File: config.mk
export PLATFORM = sky130hd
export DESIGN_NAME = comperator_sad_worker
export DESIGN_NICKNAME = d
export VERILOG_FILES = /design/src/rtl/comperator_sad_worker_pkg.sv /design/src/rtl/comperator_sad_worker_accum.sv /design/src/rtl/comperator_sad_worker.sv
export SDC_FILE = /design/constraint.sdc
export NUM_CORES = 1
export LEC_CHECK = 0
export CAP_MARGIN = 20
export CORE_ASPECT_RATIO = 1.4
export CORE_MARGIN = 1.5
export CORE_UTILIZATION = 43
export DETAILED_ROUTE_END_ITERATION = 12
export DONT_BUFFER_PORTS = 1
export GPL_ROUTABILITY_DRIVEN = 0
export PLACE_DENSITY_LB_ADDON = 0.08
export SLEW_MARGIN = 20
export SYNTH_ARGS = -nofsm -noshare
export SYNTH_HDL_FRONTEND = slang
export SYNTH_SLANG_ARGS = --single-unit
export TNS_END_PERCENT = 50
File: constraint.sdc
create_clock -name aclk -period 5 [get_ports aclk]
set_input_delay 0.5 -clock aclk [delete_from_list [all_inputs] [get_ports aclk]]
set_output_delay 0.5 -clock aclk [all_outputs]
set_load 0.1 [all_outputs]
File: src/rtl/comperator_sad_worker_pkg.sv
// Shared definitions for the comparator disparity-search workers: FSM states,
// SAD width helper and default geometry used by the controller's top level.
package comperator_pkg;

    localparam int DEF_PIX_W    = 8;
    localparam int DEF_WIN      = 8;
    localparam int DEF_MAX_DISP = 16;
    localparam int DEF_ADDR_W   = 10;

    typedef enum logic [2:0] {
        ST_IDLE    = 3'd0,
        ST_ISSUE   = 3'd1,
        ST_DRAIN   = 3'd2,
        ST_COMPARE = 3'd3,
        ST_FINISH  = 3'd4
    } sad_state_t;

    // Accumulating WIN absolute differences of PIX_W-bit pixels needs
    // $clog2(WIN) extra bits to be overflow-free.
    function automatic int sad_width(input int pix_w, input int win);
        return pix_w + $clog2(win);
    endfunction

endpackage

File: src/rtl/comperator_sad_worker_accum.sv
// Registered absolute-difference accumulator: clr zeroes the sum, en adds
// |a - b| to it. Clear has priority over enable.
module comperator_sad_accum
    import comperator_pkg::*;
#(
    parameter int PIX_W = DEF_PIX_W,
    parameter int SAD_W = sad_width(DEF_PIX_W, DEF_WIN)
) (
    input  logic             aclk,
    input  logic             aresetn,
    input  logic             clr,
    input  logic             en,
    input  logic [PIX_W-1:0] a,
    input  logic [PIX_W-1:0] b,
    output logic [SAD_W-1:0] acc
);

    logic [PIX_W-1:0] diff_s;
    logic [SAD_W-1:0] acc_r;

    // Unsigned absolute difference of the two pixels
    always_comb begin
        diff_s = {PIX_W{1'b0}};
        if (a >= b) begin
            diff_s = a - b;
        end else begin
            diff_s = b - a;
        end
    end

    // Accumulator register
    always_ff @(posedge aclk or negedge aresetn) begin
        if (!aresetn) begin
            acc_r <= {SAD_W{1'b0}};
        end else if (clr) begin
            acc_r <= {SAD_W{1'b0}};
        end else if (en) begin
            acc_r <= acc_r + SAD_W'(diff_s);
        end else begin
            acc_r <= acc_r;
        end
    end

    assign acc = acc_r;

endmodule

File: src/rtl/comperator_sad_worker.sv
// Disparity-search worker: per go, scans MAX_DISP candidate shifts and reports
// the minimum-SAD disparity. Optional threshold flag under COMP_SAD_THRESH_EN.
module comperator_sad_worker
    import comperator_pkg::*;
#(
    parameter int PIX_W    = DEF_PIX_W,
    parameter int WIN      = DEF_WIN,
    parameter int MAX_DISP = DEF_MAX_DISP,
    parameter int ADDR_W   = DEF_ADDR_W,
    parameter int SAD_W    = sad_width(PIX_W, WIN),
    parameter int DISP_W   = $clog2(MAX_DISP)
) (
    input  logic              aclk,
    input  logic              aresetn,
    input  logic              go,
    input  logic [ADDR_W-1:0] base_addr,
`ifdef COMP_SAD_THRESH_EN
    input  logic [SAD_W-1:0]  sad_thresh,
    output logic              disp_valid,
`endif
    output logic              rd_en,
    output logic [ADDR_W-1:0] l_addr,
    output logic [ADDR_W-1:0] r_addr,
    input  logic [PIX_W-1:0]  l_data,
    input  logic [PIX_W-1:0]  r_data,
    output logic [DISP_W-1:0] disparity,
    output logic [SAD_W-1:0]  best_sad,
    output logic              busy,
    output logic              done
);

    localparam int IDX_W = $clog2(WIN);
    localparam logic [IDX_W-1:0]  IDX_LAST = IDX_W'(WIN - 1);
    localparam logic [DISP_W-1:0] D_LAST   = DISP_W'(MAX_DISP - 1);

    sad_state_t        state_r, state_nx_s;
    logic [IDX_W-1:0]  idx_r, idx_nx_s;
    logic [DISP_W-1:0] d_r, d_nx_s;
    logic [ADDR_W-1:0] base_r, base_nx_s;
    logic              start_s, clr_s, fin_s;
    logic              valid_r;
    logic [SAD_W-1:0]  acc_s;
    logic [SAD_W-1:0]  best_r, best_nx_s;
    logic [DISP_W-1:0] disp_r, disp_nx_s;
    logic              rd_en_r, busy_r, done_r;
    logic [ADDR_W-1:0] l_addr_r, r_addr_r;

    // Next-state and counter logic
    always_comb begin
        state_nx_s = state_r;
        idx_nx_s   = idx_r;
        d_nx_s     = d_r;
        base_nx_s  = base_r;
        start_s    = 1'b0;
        clr_s      = 1'b0;
        fin_s      = 1'b0;
        case (state_r)
            ST_IDLE, ST_FINISH: begin
                if (go) begin
                    start_s    = 1'b1;
                    clr_s      = 1'b1;
                    base_nx_s  = base_addr;
                    idx_nx_s   = {IDX_W{1'b0}};
                    d_nx_s     = {DISP_W{1'b0}};
                    state_nx_s = ST_ISSUE;
                end else begin
                    state_nx_s = ST_IDLE;
                end
            end
            ST_ISSUE: begin
                if (idx_r == IDX_LAST) begin
                    idx_nx_s   = {IDX_W{1'b0}};
                    state_nx_s = ST_DRAIN;
                end else begin
                    idx_nx_s   = idx_r + IDX_W'(1);
                end
            end
            ST_DRAIN: begin
                state_nx_s = ST_COMPARE;
            end
            ST_COMPARE: begin
                if (d_r == D_LAST) begin
                    fin_s      = 1'b1;
                    state_nx_s = ST_FINISH;
                end else begin
                    clr_s      = 1'b1;
                    d_nx_s     = d_r + DISP_W'(1);
                    state_nx_s = ST_ISSUE;
                end
            end
            default: begin
                state_nx_s = ST_IDLE;
            end
        endcase
    end

    // Best-so-far tracking; strict compare keeps the lower disparity on ties
    always_comb begin
        best_nx_s = best_r;
        disp_nx_s = disp_r;
        if (start_s) begin
            best_nx_s = {SAD_W{1'b1}};
        end else if ((state_r == ST_COMPARE) && (acc_s < best_r)) begin
            best_nx_s = acc_s;
            disp_nx_s = d_r;
        end else begin
            best_nx_s = best_r;
        end
    end

    // State, counters and registered outputs
    always_ff @(posedge aclk or negedge aresetn) begin
        if (!aresetn) begin
            state_r  <= ST_IDLE;
            idx_r    <= {IDX_W{1'b0}};
            d_r      <= {DISP_W{1'b0}};
            base_r   <= {ADDR_W{1'b0}};
            valid_r  <= 1'b0;
            best_r   <= {SAD_W{1'b0}};
            disp_r   <= {DISP_W{1'b0}};
            rd_en_r  <= 1'b0;
            l_addr_r <= {ADDR_W{1'b0}};
            r_addr_r <= {ADDR_W{1'b0}};
            busy_r   <= 1'b0;
            done_r   <= 1'b0;
        end else begin
            state_r  <= state_nx_s;
            idx_r    <= idx_nx_s;
            d_r      <= d_nx_s;
            base_r   <= base_nx_s;
            valid_r  <= rd_en_r;
            best_r   <= best_nx_s;
            disp_r   <= disp_nx_s;
            rd_en_r  <= (state_nx_s == ST_ISSUE);
            // Right address wraps modulo 2^ADDR_W by design
            l_addr_r <= base_nx_s + ADDR_W'(idx_nx_s);
            r_addr_r <= base_nx_s + ADDR_W'(idx_nx_s) - ADDR_W'(d_nx_s);
            busy_r   <= (state_nx_s == ST_ISSUE) || (state_nx_s == ST_DRAIN) ||
                        (state_nx_s == ST_COMPARE);
            if (start_s) begin
                done_r <= 1'b0;
            end else if (fin_s) begin
                done_r <= 1'b1;
            end else begin
                done_r <= done_r;
            end
        end
    end

    comperator_sad_accum #(
        .PIX_W (PIX_W),
        .SAD_W (SAD_W)
    ) u_accum (
        .aclk    (aclk),
        .aresetn (aresetn),
        .clr     (clr_s),
        .en      (valid_r),
        .a       (l_data),
        .b       (r_data),
        .acc     (acc_s)
    );

`ifdef COMP_SAD_THRESH_EN
    logic [SAD_W-1:0] thresh_r;
    logic             disp_valid_r;

    // Threshold capture with go, verdict registered as the search finishes
    always_ff @(posedge aclk or negedge aresetn) begin
        if (!aresetn) begin
            thresh_r     <= {SAD_W{1'b0}};
            disp_valid_r <= 1'b0;
        end else if (start_s) begin
            thresh_r     <= sad_thresh;
            disp_valid_r <= 1'b0;
        end else if (fin_s) begin
            disp_valid_r <= (best_nx_s <= thresh_r);
        end else begin
            disp_valid_r <= disp_valid_r;
        end
    end

    assign disp_valid = disp_valid_r;
`endif

    assign rd_en     = rd_en_r;
    assign l_addr    = l_addr_r;
    assign r_addr    = r_addr_r;
    assign disparity = disp_r;
    assign best_sad  = best_r;
    assign busy      = busy_r;
    assign done      = done_r;

endmodule

# == Word level (Yosys, flattened, before mapping) ==
# Index checks and enable logic that the tools add are counted.
# Widths: inputs -> output; s select.
# totals
ff_bits,70
elab_cells,66
output_inout_bits,38
inputBits,29
# op_classes
n_lt_le_gt_ge,2
n_bitwise,1
muxes,25
reduce_logical,9
addsub,7
n_eq_ne,9
# op_table
operator,n
$mux 11,4
$mux 10,2
$sub 8x8->8,2
$eq 3x2->1 const B,4
$mux 3,4
$pmux 3 s4,1
$add 11x8->11,1
$lt 11x11->1,1
$add 10x3->10,1
$sub 10x4->10,1
$ge 8x8->1,1
$mux 1,8
$mux 4,2
$mux 8,1
$pmux 4 s2,1
$eq 3x1->1 const B,2
$eq 3x3->1 const B,2
$pmux 3 s2,1
$reduce_bool 2->1,3
$add 4x1->4 const B,1
$eq 4x4->1 const B,1
$add 3x1->3 const B,1
$logic_not 3->1,1
$logic_or 1x1->1,2
other kinds (5),5

# == Depth between registers and ports, before layout ==
# logic_depth
depth_word,6
ltp_mapped,19
ltp_nobuf,19

# == Modules after synthesis ==
# A second synthesis with hierarchy kept.
# unflattened
cells_unflattened,451
area_unflattened_um2,4548.1
# by_module_without_submodules
module,cells_per_inst,area_per_inst_um2,seq_area_each_um2,instances
comperator_sad_worker,288,3083.0,1476.4,1
comperator_sad_accum,163,1465.2,275.3,1

# == Worst setup path after synthesis ==
# OpenSTA, ideal clock, no wires.
# synth_path
kind,in2reg
start,input l_data[0]
end,register u_accum.acc_r[10] (netlist: u_accum.acc[10])
arrival_time_ns,4.138
slack_ns,0.791
required_ns,4.929
cell_stages,18
setup_ns,0.071
n_path_buf,0
cell_sequence,inv_1 > ha_1 > inv_1 > fa_1 > a21o_1 > a21oi_1 > a21oi_1 > o211ai_1 > nand2_1 > mux2_2 > fa_1 > a21o_1 > a21oi_1 > o21bai_1 > a21oi_1 > o21bai_1 > or4b_2 > nand4_1
# synth_via
elab_chain_cells,5
elab_cells_between_ends,7
classes_between,add/sub: 3; order compare: 1; mux: 3
# synth_rtl
element,line_no,source
start: declaration,comperator_sad_worker.sv:24,"input logic [PIX_W-1:0] l_data,"
$sub 8x8->8 (tied with other cells),comperator_sad_worker_accum.sv:27,diff_s = b - a;
$mux 8 *,comperator_sad_worker_accum.sv:24,if (a >= b) begin
$add 11x8->11 *,comperator_sad_worker_accum.sv:38,acc_r <= acc_r + SAD_W'(diff_s);
$mux 11 *,comperator_sad_worker_accum.sv:37,end else if (en) begin
$mux 11 *,comperator_sad_worker_accum.sv:35,end else if (clr) begin
end signal: assignment,comperator_sad_worker_accum.sv:36,acc_r <= {SAD_W{1'b0}};
end signal: assignment,comperator_sad_worker_accum.sv:38,
end signal: assignment,comperator_sad_worker_accum.sv:40,acc_r <= acc_r;
end: declaration,comperator_sad_worker_accum.sv:19,logic [SAD_W-1:0] acc_r;
# Mark *: on every way between the ends. The rest lies on a longest branch, timed or not. The select of a mux whose other input is x is not followed.
# A chain may end at the register's enable or synchronous reset.

# == Final worst setup path ==
# Ends and elaborated chain as after synthesis.

==> run metrics <==
CTS tree=done; number of synthesized register bits=70; First-pass DRT Iterations=4; Final Cycle Share=0.837; top-area cell type share of the netlist area=0.408; Post-Syn Area=4290 sq um; Buf/Inv on CP=2; Mapped Cells=417; Resized Gates After CTS=0; clk sinks=70; Row Count=42; die height=between 100 and 150 um; Synth async-reset ratio=1.00; Crit Path Max Fanout=7; worst slew pin tran=just over 0.9 ns; Overall Global Routing Usage=0.176; Max-Slew Margin vs Limit=0.386; kind of critical path=in -> reg; Final min period=between 4 and 5 ns; post-DP HPWL=around 6600 um; Clock Path Buffers=2; first-pass GRT wire length=about 14,000 um; I/O Buffers=0; total number of vias=3,002; Die Wd=a little under 90 um; worst path arrival time=about 4.4 ns; fill cell total of the finished layout=between 800 and 900; Clk Latency, worst-skew pair=approximately 0.33 ns; top post-synthesis cells by area=dfrtp_1 (41%), ha_1 (13%), inv_1 (4.0%); remaining antenna violation count after routing=0; crit path launch type=primary input; Crit-path slowest cell=or4b_2; status=complete, no violations; # nets final=506; Clock Pin Slew Worst Setup and Hold Paths=0.06 ns; Post-synth EDFFs=0; pre-CTS WS=0.449 ns; Synth cell types=52; R2R cell count=12; Mean Syn Cell Area=a little over 10 sq um; final setup violation count=0; Worst EP required=approximately 5.3 ns; DR DRC count=0; total congestion overflow=0; WL/cell=approximately 16 um; most common library cell in the layout ignoring fill and taps=dfrtp_1; number of global-route vias before repair=roughly 3,000; final hold viol count=0; Worst path max stage delay=0.61 ns; fmax=about 240 MHz; pin count of the biggest net entering global routing=71; Hold Path Class=in -> async; most frequent cells in the layout=dfrtp_1 (70), inv_1 (46), ha_1 (43); CP endpoint kind=flop; crit path cell chain=inv_1, ha_1, inv_1, fa_1, a21o_1, a21oi_1, a21oi_1, o211ai_1, nand2_1, mux2_2, fa_1, a21o_1, a21oi_1, o21bai_1, a21oi_1, o21bai_1, or4b_2, nand4_1; Syn-to-layout area delta=13.3%; CTS root buf=clkbuf_16; Max-Cap Viols=0; H-tree depth=3; Post-Syn Nets=494; Core Util, Final=0.508; core area=9560 sq um; die footprint=10,600 sq um; CP top delay family=compound AO/OA/AOI/OAI gates; Stages on worst setup path=18; WL final=between 8000 and 9000 um; Ports=67; sequential fraction of the synthesis area=0.408; Iter 0 DRT Violations=roughly 170; ANT cells=0; Worst Slack Setup Final=between 0.8 and 0.9 ns; setup_tns=0 ns; area leader, netlist=dfrtp_1; CP most frequent cell=a21oi_1; initial antenna violation count=0; vias per cell=roughly 5.3; Top FF cell, synth=dfrtp_1; share of cells above drive strength 1=0.108; Worst Clk Skew=0.00699 ns; max-slew violations=0; Post-CTS Repair Setup Buffers=0; final hold slack=approximately 0.034 ns; Starting Density=0.448; total of warnings raised by yosys=0; RSZ-0062 raised after global routing=no; hold buffers post-CTS=1; CTS buffer count=9
[layer usage]
metal | track usage | vias up | wire (um)
met2 | 0.310 | 54 | 4640
met3 | 0.0415 | 12 | 329
met4 | 0.0625 | 0 | 150
li1 | - | 1482 | -
met5 | 0 | - | 0
met1 | 0.206 | 1454 | 3730
[cell families after synthesis]
kind of cell / Yosys count / synth area share
AND/OR/NAND/NOR: 103 / 0.133
AO/OA/AOI/OAI: 87 / 0.141
flip-flops: 70 / 0.408
buffers and inverters: 58 / 0.0543
adder cells (fa/ha/maj): 48 / 0.149
XOR/XNOR: 28 / 0.0589
multiplexers: 23 / 0.0554
[flip-flops by register name, summed over array words and instances, names as in the netlist]
name         count
best_sad        11
u_accum.acc     11
base_r          10
l_addr          10
r_addr          10
d_r              4
disparity        4
idx_r            3
state_r          3
busy             1
done             1
rd_en            1
valid_r          1
[Yosys cell counts, types with 6 or more instances]
library cell / instances
mux2_2: 6
nand2_1: 24
ha_1: 43
mux2i_1: 17
nand3_1: 8
a21oi_1: 21
dfrtp_1: 70
nor2_1: 23
o21ai_0: 14
nand2b_1: 6
o22a_1: 12
xor2_1: 11
nor3_1: 6
xnor2_1: 16
o21bai_1: 7
inv_1: 46
nand4_1: 6
nor2b_1: 9
a21o_1: 10
[through the flow]
| step | std cells | instance area [sq um] |
|---|---|---|
| floorplan | 417 | 4290 |
| CTS | 566 | 4860 |
| finish | 566 | 4860 |
| global route | 566 | 4860 |
| detailed placement | 549 | 4480 |
| global placement | 549 | 4480 |
[area by class of cell]
class,instances,area [sq um],area share
clock buffers,10,239,0.0492
clock inverters,6,109,0.0224
inverters,47,176,0.0363
multi-input cells,289,2310,0.475
flip-flops and latches,70,1750,0.361
well taps,132,165,0.0340
repair buffers,12,110,0.0227
[path summary, 6_finish.rpt]
check | start | to | slack [ns]
max | l_data[0] | u_accum.acc[10] | 0.82
min | aresetn | best_sad[6] | 0.03
max reg2reg | state_r[0] | r_addr[8] | 1.31
min reg2reg | base_r[0] | base_r[0] | 0.48
max in group asynchronous | aresetn | valid_r | 4.63
min in group aclk | base_addr[4] | base_r[4] | 0.28
Power is left out: the tool's default activity adds up to more than one toggle a clock period on the data nets, which glitch-free logic cannot reach.
